===== src/rtl/seven_seg_scan.sv =====
// Scan controller for a multiplexed common-anode seven-segment display.
// Host writes land in a shadow register and move to the display register only at frame boundaries.
module seven_seg_scan #(
  parameter int NUM_DIGITS   = 4,
  parameter int SLOT_CYCLES  = 50000,
  parameter int GUARD_CYCLES = 500
) (
  input  logic                    clk,
  input  logic                    rst,
  input  logic                    load,
  input  logic [4*NUM_DIGITS-1:0] value_in,
  input  logic [NUM_DIGITS-1:0]   blank_in,
  output logic [3:0]              seg_digit,
  output logic [NUM_DIGITS-1:0]   an_out,
  output logic                    pending,
  output logic                    frame_done
);

  localparam int CW = $clog2(SLOT_CYCLES);
  localparam int IW = $clog2(NUM_DIGITS);
  localparam logic [CW-1:0] CNT_LAST = CW'(SLOT_CYCLES - 1);
  localparam logic [IW-1:0] IDX_LAST = IW'(NUM_DIGITS - 1);

  logic [CW-1:0]             r_cnt;
  logic [IW-1:0]             r_idx;
  logic [4*NUM_DIGITS-1:0]   r_shadow_val;
  logic [NUM_DIGITS-1:0]     r_shadow_blank;
  logic [4*NUM_DIGITS-1:0]   r_disp_val;
  logic [NUM_DIGITS-1:0]     r_disp_blank;
  logic                      r_pending;

  logic                      w_slot_end;
  logic                      w_frame_end;
  logic                      w_guard_done;
  logic [3:0]                w_nibble [NUM_DIGITS];

  assign w_slot_end  = (r_cnt == CNT_LAST);
  assign w_frame_end = w_slot_end && (r_idx == IDX_LAST);

  // A zero-length guard would make the compare trivially true, so it is elided.
  generate
    if (GUARD_CYCLES == 0) begin : g_no_guard
      assign w_guard_done = 1'b1;
    end else begin : g_guard
      assign w_guard_done = (r_cnt >= CW'(GUARD_CYCLES));
    end
  endgenerate

  genvar gi;
  generate
    for (gi = 0; gi < NUM_DIGITS; gi++) begin : g_digit
      assign w_nibble[gi] = r_disp_val[4*gi +: 4];
      assign an_out[gi]   = ~((r_idx == IW'(gi)) && w_guard_done && !r_disp_blank[gi]);
    end
  endgenerate

  assign seg_digit  = w_nibble[r_idx];
  assign pending    = r_pending;
  assign frame_done = w_frame_end;

  always_ff @(posedge clk) begin
    if (rst) begin
      r_cnt          <= '0;
      r_idx          <= '0;
      r_shadow_val   <= '0;
      r_shadow_blank <= '0;
      r_disp_val     <= '0;
      r_disp_blank   <= '1;
      r_pending      <= 1'b0;
    end else begin
      if (w_slot_end) begin
        r_cnt <= '0;
        r_idx <= (r_idx == IDX_LAST) ? '0 : r_idx + 1'b1;
      end else begin
        r_cnt <= r_cnt + 1'b1;
      end

      // A load on the boundary itself bypasses the shadow so it is shown next frame.
      if (w_frame_end) begin
        if (load) begin
          r_disp_val     <= value_in;
          r_disp_blank   <= blank_in;
          r_shadow_val   <= value_in;
          r_shadow_blank <= blank_in;
          r_pending      <= 1'b0;
        end else if (r_pending) begin
          r_disp_val   <= r_shadow_val;
          r_disp_blank <= r_shadow_blank;
          r_pending    <= 1'b0;
        end
      end else if (load) begin
        r_shadow_val   <= value_in;
        r_shadow_blank <= blank_in;
        r_pending      <= 1'b1;
      end
    end
  end

endmodule


===== config.mk =====
export PLATFORM = sky130hd
export DESIGN_NAME = seven_seg_scan
export DESIGN_NICKNAME = d
export VERILOG_FILES = /design/src/rtl/seven_seg_scan.sv
export SDC_FILE = /design/constraint.sdc
export NUM_CORES = 1
export LEC_CHECK = 0
export CAP_MARGIN = 5
export CORE_AREA = 2 2 107 109
export CTS_BUF_LIST = sky130_fd_sc_hd__clkbuf_4
export DETAILED_ROUTE_END_ITERATION = 10
export DIE_AREA = 0 0 109 111
export PLACE_DENSITY = 0.46
export SLEW_MARGIN = 20
export SYNTH_ARGS = -nofsm -noshare
export SYNTH_HDL_FRONTEND = slang
export SYNTH_SLANG_ARGS = --single-unit

===== constraint.sdc =====
create_clock -name clk -period 2.16 [get_ports clk]
set_input_delay 0.432 -clock clk [delete_from_list [all_inputs] [get_ports clk]]
set_output_delay 0.432 -clock clk [all_outputs]
set_load 0.02 [all_outputs]

After elaboration in Yosys (flattened, before gate mapping)
Index checks and enable logic that the tools add are counted.
{ "totals": {"memories": 0, "out_inout_bits": 10, "ff_bits": 59, "input_bits": 23, "wordCells": 46, "rom_bits": 0, "ram_bits": 0, "latchBits": 0} }
{ "classes": {"div": 0, "multipliers": 0, "n_eq_ne": 4, "shifts": 0, "add_sub_neg": 2, "n_bitwise": 5, "n_mux": 8, "reduce_logical": 18, "magnitude_cmp": 2} }
{ "ops": {"columns": ["operator", "n"], "rows": [
  ["$mux 16", 2],
  ["$add 16x1->16 const B", 1],
  ["$eq 16x16->1 const B", 1],
  ["$ge 16x9->1 const B", 1],
  ["$mux 4", 4],
  ["$logic_and 1x1->1", 9],
  ["$bmux 4 s2", 1],
  ["$eq 2x2->1 const B", 2],
  ["$logic_not 1->1", 4],
  ["$not 1->1", 4],
  ["$reduce_or 2->1", 2],
  ["$ge 3x3->1 const B", 1],
  ["$not 2->3", 1],
  ["$add 2x1->2 const B", 1],
  ["$eq 2x1->1 const B", 1],
  ["$logic_not 2->1", 1],
  ["$mux 2", 1],
  ["$reduce_and 2->1", 1],
  ["$reduce_bool 2->1", 1]
]} }

Depth between registers and ports, before layout
Gate-level depths: netlist of the first run.
{ "depth": {"ltp_word": 4, "ltp_mapped": 6, "depth_no_buf": 5} }

Least setup slack after synthesis of the first run
OpenSTA, ideal clock, no wires.
{ "synth_timing": {"path_type": "reg-to-reg", "from": "reg r_cnt[0]", "to": "reg r_disp_val[0]", "setup_slack_ns": 0.355, "t_arrival_ns": 1.684, "required_ns": 2.039, "stages_incl_launch_ff": 7, "setup_time_ns": 0.121, "path_buffers": 1, "synth_period_minus_slack_ns": 1.805, "path_cell_list": "dfxtp_1 > ha_1 > and4_4 > nand4_4 > nor3_4 > buf_6 > mux2_4"} }
{ "synth_between": {"elab_chain_cells": 3} }
{ "synth_lines": {"columns": ["element", "line_no", "source"], "rows": [
  ["from (decl)", "24", "logic [CW-1:0] r_cnt;"],
  ["from (signal assigned)", "75", "r_cnt <= r_cnt + 1'b1;"],
  ["$eq 16x16->1", "37", "assign w_slot_end = (r_cnt == CNT_LAST);"],
  ["$logic_and 1x1->1", "38", "assign w_frame_end = w_slot_end && (r_idx == IDX_LAST);"],
  ["$reduce_and 2->1 (no source line)", null, null],
  ["to (signal assigned)", "81", "r_disp_val <= value_in;"],
  ["to (signal assigned)", "87", "r_disp_val <= r_shadow_val;"],
  ["to (decl)", "28", "logic [4*NUM_DIGITS-1:0] r_disp_val;"]
]} }
No other way between the ends.
A chain may end at the register's enable or synchronous reset.

Worst setup path after layout of the first run
{ "layout_timing": {"from": "reg r_cnt[4]", "to": "out an_out[3]"} }
{ "layout_between": {"elab_chain_cells": 4} }
{ "layout_lines": {"columns": ["element", "line_no", "source"], "rows": [
  ["$ge 16x9->1", "45", "assign w_guard_done = (r_cnt >= CW'(GUARD_CYCLES));"],
  ["$logic_and 1x1->1 (2 in series)", "53", "assign an_out[gi] = ~((r_idx == IW'(gi)) && w_guard_done && !r_disp_blank[gi]);"],
  ["$not 1->1", "53", null],
  ["to (decl)", "14", "output logic [NUM_DIGITS-1:0] an_out,"]
]} }
No other way between the ends.

==> flow_summary.json, run 1 <==
{
  "start_util": 0.242,
  "numCtsBuffers": 9,
  "first_pass_iters": 4,
  "cp-start-kind": "register",
  "grt_pass1_vias": 1906,
  "end_kind": "output port",
  "ys_ff_latch": 59,
  "period_needed_ns": 2.02,
  "routedWlPerCell_um": 12.1,
  "antenna_found_initial": 0,
  "final_hold_viol_count": 0,
  "synth.net_count": 276,
  "clockBufferDepth": 2,
  "power_density_mw_per_mm2": 589,
  "seq_area_frac_synth": 0.440,
  "vdd_drop_max_mv": 0.233,
  "ys_async_sr_fraction": 0,
  "fin_area_mm2": 0.00343,
  "hold_depth": 2,
  "ctsRootBufferMaster": "clkbuf_4",
  "drive_gt1_frac": 0.293,
  "layout_common_cells": "dfxtp_1, nor2_1, mux2i_1, buf_4, clkdlybuf4s50_1",
  "port_buffers": 32,
  "via_per_inst": 4.11,
  "maxCapViolations": 0,
  "seqCellArea_mm2": 0.00119,
  "finish.net_count": 332,
  "worst_pin_slew_ns": 0.278,
  "syn_area_mm2": 0.00269,
  "multi_input_area_mm2": 0.00140,
  "detail-route-antenna-nets": 0,
  "p_leak_nw": 1.43,
  "outcome": "finished clean",
  "syn_to_final_growth_pct": 27.9,
  "syn_area_per_cell_um2": 10.9,
  "period_share": 0.934,
  "fin_hold_ws_ns": 0.504,
  "clk_latency_ns": 0.40,
  "clock-sinks": 59,
  "drt-total-wl_um": 5450,
  "crit_type": "reg -> out",
  "yosysUniqueCellTypes": 36,
  "worstPathArrival_ns": 1.58,
  "placed_area_mm2": 0.00333,
  "io_pins": 33,
  "drc": 0,
  "die_x_um": 109,
  "grt_usage": 0.0995,
  "grt_pass1_wl_um": 9180,
  "finalMaxSlewViolations": 0,
  "synth.area.top_cells": "dfxtp_1, mux2i_1, mux2_4",
  "fin_util": 0.310,
  "clkTransAtPathRegs_ns": 0.10,
  "rsz0062_at_grt": "yes",
  "netlist.area_leader.share": 0.440,
  "synth_edf_count": 0,
  "core-area_mm2": 0.0111,
  "place_hpwl_um": 3910,
  "num-fill-cells": 1163,
  "ys_warn_count": 0,
  "die-height_um": 111,
  "die_area_mm2": 0.0121,
  "path_max_fanout": 4,
  "layout_commonest_cell": "dfxtp_1",
  "fmaxAchievable_mhz": 496,
  "vias": 1848,
  "n_antenna_cell": 0,
  "critPathRequiredTime_ns": 1.73,
  "syn_inst": 247,
  "gp_congestion": 0.720,
  "cts_tree": "built",
  "grt_max_degree": 50,
  "rows": 39,
  "r2r_cells": 7,
  "grt-ovfl-total": 0,
  "skew_ns": 0.0119,
  "cts_htree_levels": 3,
  "hold_path_class": "reg -> reg",
  "netlist.top_cell.by_area": "dfxtp_1",
  "finalSetupViolCount": 0,
  "total_power_w": 0.00202,
  "synthFlopType": "dfxtp_1",
  "relSlewSlack": 0.813,
  "drtIter0Drc": 92
}
-- stage by stage --
step	setup TNS, ns	instances	worst slack (ns)
after floorplan	0	247	0.355
after global placement	0	434	0.00869
after detailed placement	-0.0338	434	-0.0227
after CTS	0	450	0.000685
after global routing	-0.00532	450	-0.00532
final	0	450	0.143
-- critical path: stages, from the launching register on --
cell	delay, ns
dfxtp_2	0.35
and4_2	0.25
o211ai_1	0.12
nand3_2	0.13
nand3b_1	0.16
buf_2	0.18
-- flip-flops by register name (all words and copies together) (netlist names) --
register / flops
r_shadow_blank: 4
r_cnt: 16
r_disp_val: 16
r_disp_blank: 4
r_shadow_val: 16
pending: 1
r_idx: 2
-- final cells by class --
type	count	area share
multi-input combinational	168	0.408
tap	143	0.0521
clock inverter	6	0.0168
inverter	6	0.00656
clock buffer	9	0.0197
sequential	59	0.346
timing repair buffer	59	0.151
-- final timing paths --
kind,start,to,slack [ns]
worst max-delay path,r_cnt[4],an_out[3],0.14
worst min-delay path,r_shadow_blank[1],r_shadow_blank[1],0.50
worst max register to register,r_cnt[12],r_disp_val[15],0.22
worst min register to register,r_shadow_blank[1],r_shadow_blank[1],0.50
-- kinds of logic after synthesis --
| kind of cell | Yosys count | share of synthesized area |
|---|---|---|
| AOI/OAI and AO/OA | 4 | 0.0112 |
| xor gates and xnor gates | 13 | 0.0424 |
| adders and majority gates | 6 | 0.0280 |
| buffers and inverters | 20 | 0.0424 |
| DFF | 59 | 0.440 |
| muxes | 45 | 0.216 |
| and+or+nand+nor | 100 | 0.220 |
-- layer usage --
metal,track usage,share of wire,vias up
li1,-,-,956
met1,0.116,0.45,857
met2,0.159,0.49,28
met3,0.0435,0.047,7
met4,0.0385,0.015,0
met5,0,0,-
-- repair_timing --
action | CTS | global route
buffers inserted | 1 | 0
hold buffers | 0 | 0
pin swaps | 2 | 1
endpoints found under the hold margin | 0 | 0
resized for setup | 30 | 10
endpoints found under the setup margin | 9 | 6
-- synth_stat cells, drive strengths merged (5+ instances only) --
cell type and count:
dfxtp 59, nor2 43, mux2i 25, mux2 16, xor2 11, and2b 10
nor2b 10, buf 8, nand3 7, nand4 7, clkbuf 6, ha 6
inv 6, and4 5
-- where the power goes --
part	internal, W	total, W	switching (W)
sequential	0.00111	0.00112	0.00000938
combinational	0.0000852	0.000152	0.0000670
clock	0.000339	0.000748	0.000409
total	0.00154	0.00202	0.000485
(Power assumes the default switching activity.)
==> run 2: changes to the inputs <==
--- a/config.mk
+++ b/config.mk
@@ -5,12 +5,12 @@
 export SDC_FILE = /design/constraint.sdc
 export NUM_CORES = 1
 export LEC_CHECK = 0
-export CAP_MARGIN = 5
 export CORE_AREA = 2 2 107 109
 export CTS_BUF_LIST = sky130_fd_sc_hd__clkbuf_4
 export DETAILED_ROUTE_END_ITERATION = 10
 export DIE_AREA = 0 0 109 111
 export PLACE_DENSITY = 0.46
+export SETUP_SLACK_MARGIN = 0.3
 export SLEW_MARGIN = 20
 export SYNTH_ARGS = -nofsm -noshare
 export SYNTH_HDL_FRONTEND = slang
==> run 2 against run 1 <==
Compared with the run above:
- combinational power about the same
- critical path type is now reg -> reg
- global-route usage increased by 0.15 points
- power increased by 0.12%
- fmax increased by 0.94%
- sequential share of layout area decreased by 1.5 points
- routed wire length increased by 3.5%
- cell count increased by 1.3%
==> flow_summary.json, run 2 (synthesis gave the netlist of run 1 again) <==
{
  "routedWlPerCell_um": 12.4,
  "die-height_um": 111,
  "place_ws_ns": -0.0227,
  "path_buf_inv": 4,
  "antenna_found_initial": 0,
  "finalSetupViolCount": 0,
  "via_per_inst": 4.10,
  "drtIter0Drc": 81,
  "cts_tree": "built",
  "worst_pin_slew_ns": 0.274,
  "end_kind": "register",
  "maxCapViolations": 0,
  "critPathRequiredTime_ns": 2.46,
  "cpMostUsedCell": "buf_4",
  "fmaxAchievable_mhz": 501,
  "power_density_mw_per_mm2": 560,
  "finish.net_count": 338,
  "die_area_mm2": 0.0121,
  "drive_gt1_frac": 0.335,
  "start_util": 0.242,
  "period_needed_ns": 2.00,
  "n_antenna_cell": 0,
  "p_leak_nw": 1.51,
  "place_hpwl_um": 3910,
  "hold_buffers": 0,
  "cp_cell_sequence": "nor4_4, buf_4, nand4_4, buf_4, nor3_4, buf_12, clkbuf_16, mux2_4",
  "cp-start-kind": "register",
  "layout_common_cells": "dfxtp_1, nor2_1, mux2i_1, buf_4, clkdlybuf4s50_1",
  "worstPathArrival_ns": 2.30,
  "port_buffers": 32,
  "io_pins": 33,
  "clkTransAtPathRegs_ns": 0.11,
  "outcome": "finished clean",
  "fin_util": 0.326,
  "rows": 39,
  "finalMaxSlewViolations": 0,
  "max_stage_delay_ns": 0.34,
  "largestRegisters": "r_cnt x16, r_disp_val x16, r_shadow_val x16",
  "cts_htree_levels": 3,
  "gp_congestion": 0.720,
  "rsz0062_at_grt": "yes",
  "clock-sinks": 59,
  "grt-ovfl-total": 0,
  "fin_ws_ns": 0.162,
  "period_share": 0.925,
  "drt-total-wl_um": 5640,
  "cp_slowest_cell": "dfxtp_2",
  "relSlewSlack": 0.816,
  "hold_path_class": "reg -> reg",
  "grt_usage": 0.101,
  "die_x_um": 109,
  "clockBufferDepth": 2,
  "ctsRootBufferMaster": "clkbuf_4",
  "skew_ns": 0.0148,
  "layout_commonest_cell": "dfxtp_1",
  "drc": 0,
  "numCtsBuffers": 9,
  "grt_pass1_vias": 1937,
  "first_pass_iters": 4,
  "total_power_w": 0.00203,
  "detail-route-antenna-nets": 0,
  "crit_type": "reg -> reg",
  "core-area_mm2": 0.0111,
  "syn_to_final_growth_pct": 34.7,
  "path_delay_family": "buffers and inverters",
  "path_max_fanout": 10,
  "final_hold_viol_count": 0,
  "clk_latency_ns": 0.40,
  "vdd_drop_max_mv": 0.233,
  "grt_pass1_wl_um": 9340,
  "grt_max_degree": 50,
  "vias": 1870
}
run 2: cell types whose count changed in the layout (fill, tap and decap cells not counted), moves of 2 or more:
cell	delta
buf_12	+2
buf_6	+11
clkbuf_2	-4
dfxtp_2	+7
dfxtp_1	-7
clkbuf_16	+2
buf_2	-4
run 2: report_power, final:
part           internal, W  total [W]  switching, W
clock network     0.000339   0.000751      0.000412
registers          0.00111    0.00112    0.00000938
logic            0.0000849   0.000152     0.0000670
run 2: path summary, 6_finish.rpt:
kind / start / end / slack (ns) / cells after the start
worst min register to register: r_shadow_blank[1] / r_shadow_blank[1] / 0.50 / 2
worst min-delay path: r_shadow_blank[1] / r_shadow_blank[1] / 0.50 / 2
worst max-delay path: r_cnt[12] / r_disp_val[3] / 0.16 / 8
worst max register to register: r_cnt[12] / r_disp_val[3] / 0.16 / 8
run 2: per-stage QoR:
step	area [um^2]	setup TNS (ns)	cells	hold WS, ns
6_report	3620	0	456	0.502
3_3_place_gp	3330	0	434	0.472
4_1_cts	3520	0	453	0.501
5_1_grt	3620	0	456	0.535
2_1_floorplan	2690	0	247	0.438
3_5_place_dp	3330	-0.0338	434	0.475
run 2: metal layers:
metal / wire [um] / up-vias / global-route usage
li1: - / 965 / -
met1: 2520 / 866 / 0.116
met2: 2750 / 32 / 0.162
met3: 282 / 7 / 0.0459
met4: 75 / 0 / 0.0385
met5: 0 / - / 0
run 2: final cells by class:
type | instances | area [um^2]
fill | 1136 | 7460
clock inverter | 6 | 57.6
clock buffer | 9 | 67.6
tap | 143 | 179
sequential | 59 | 1200
timing repair buffer | 65 | 687
inverter | 6 | 22.5
multi-input combinational | 168 | 1410
run 2: worst min-delay path: stages, from the launching register on:
cell     delay [ns]
dfxtp_1        0.32
mux2i_1        0.07
nor2_1         0.08
run 2: what timing repair did:
action / in CTS / in global routing
setup buffers: 4 / 1
gates cloned: 0 / 2
endpoints found under the hold margin: 0 / 0
pin swaps: 4 / 5
setup endpoints to repair: 25 / 30
resized for setup: 64 / 10
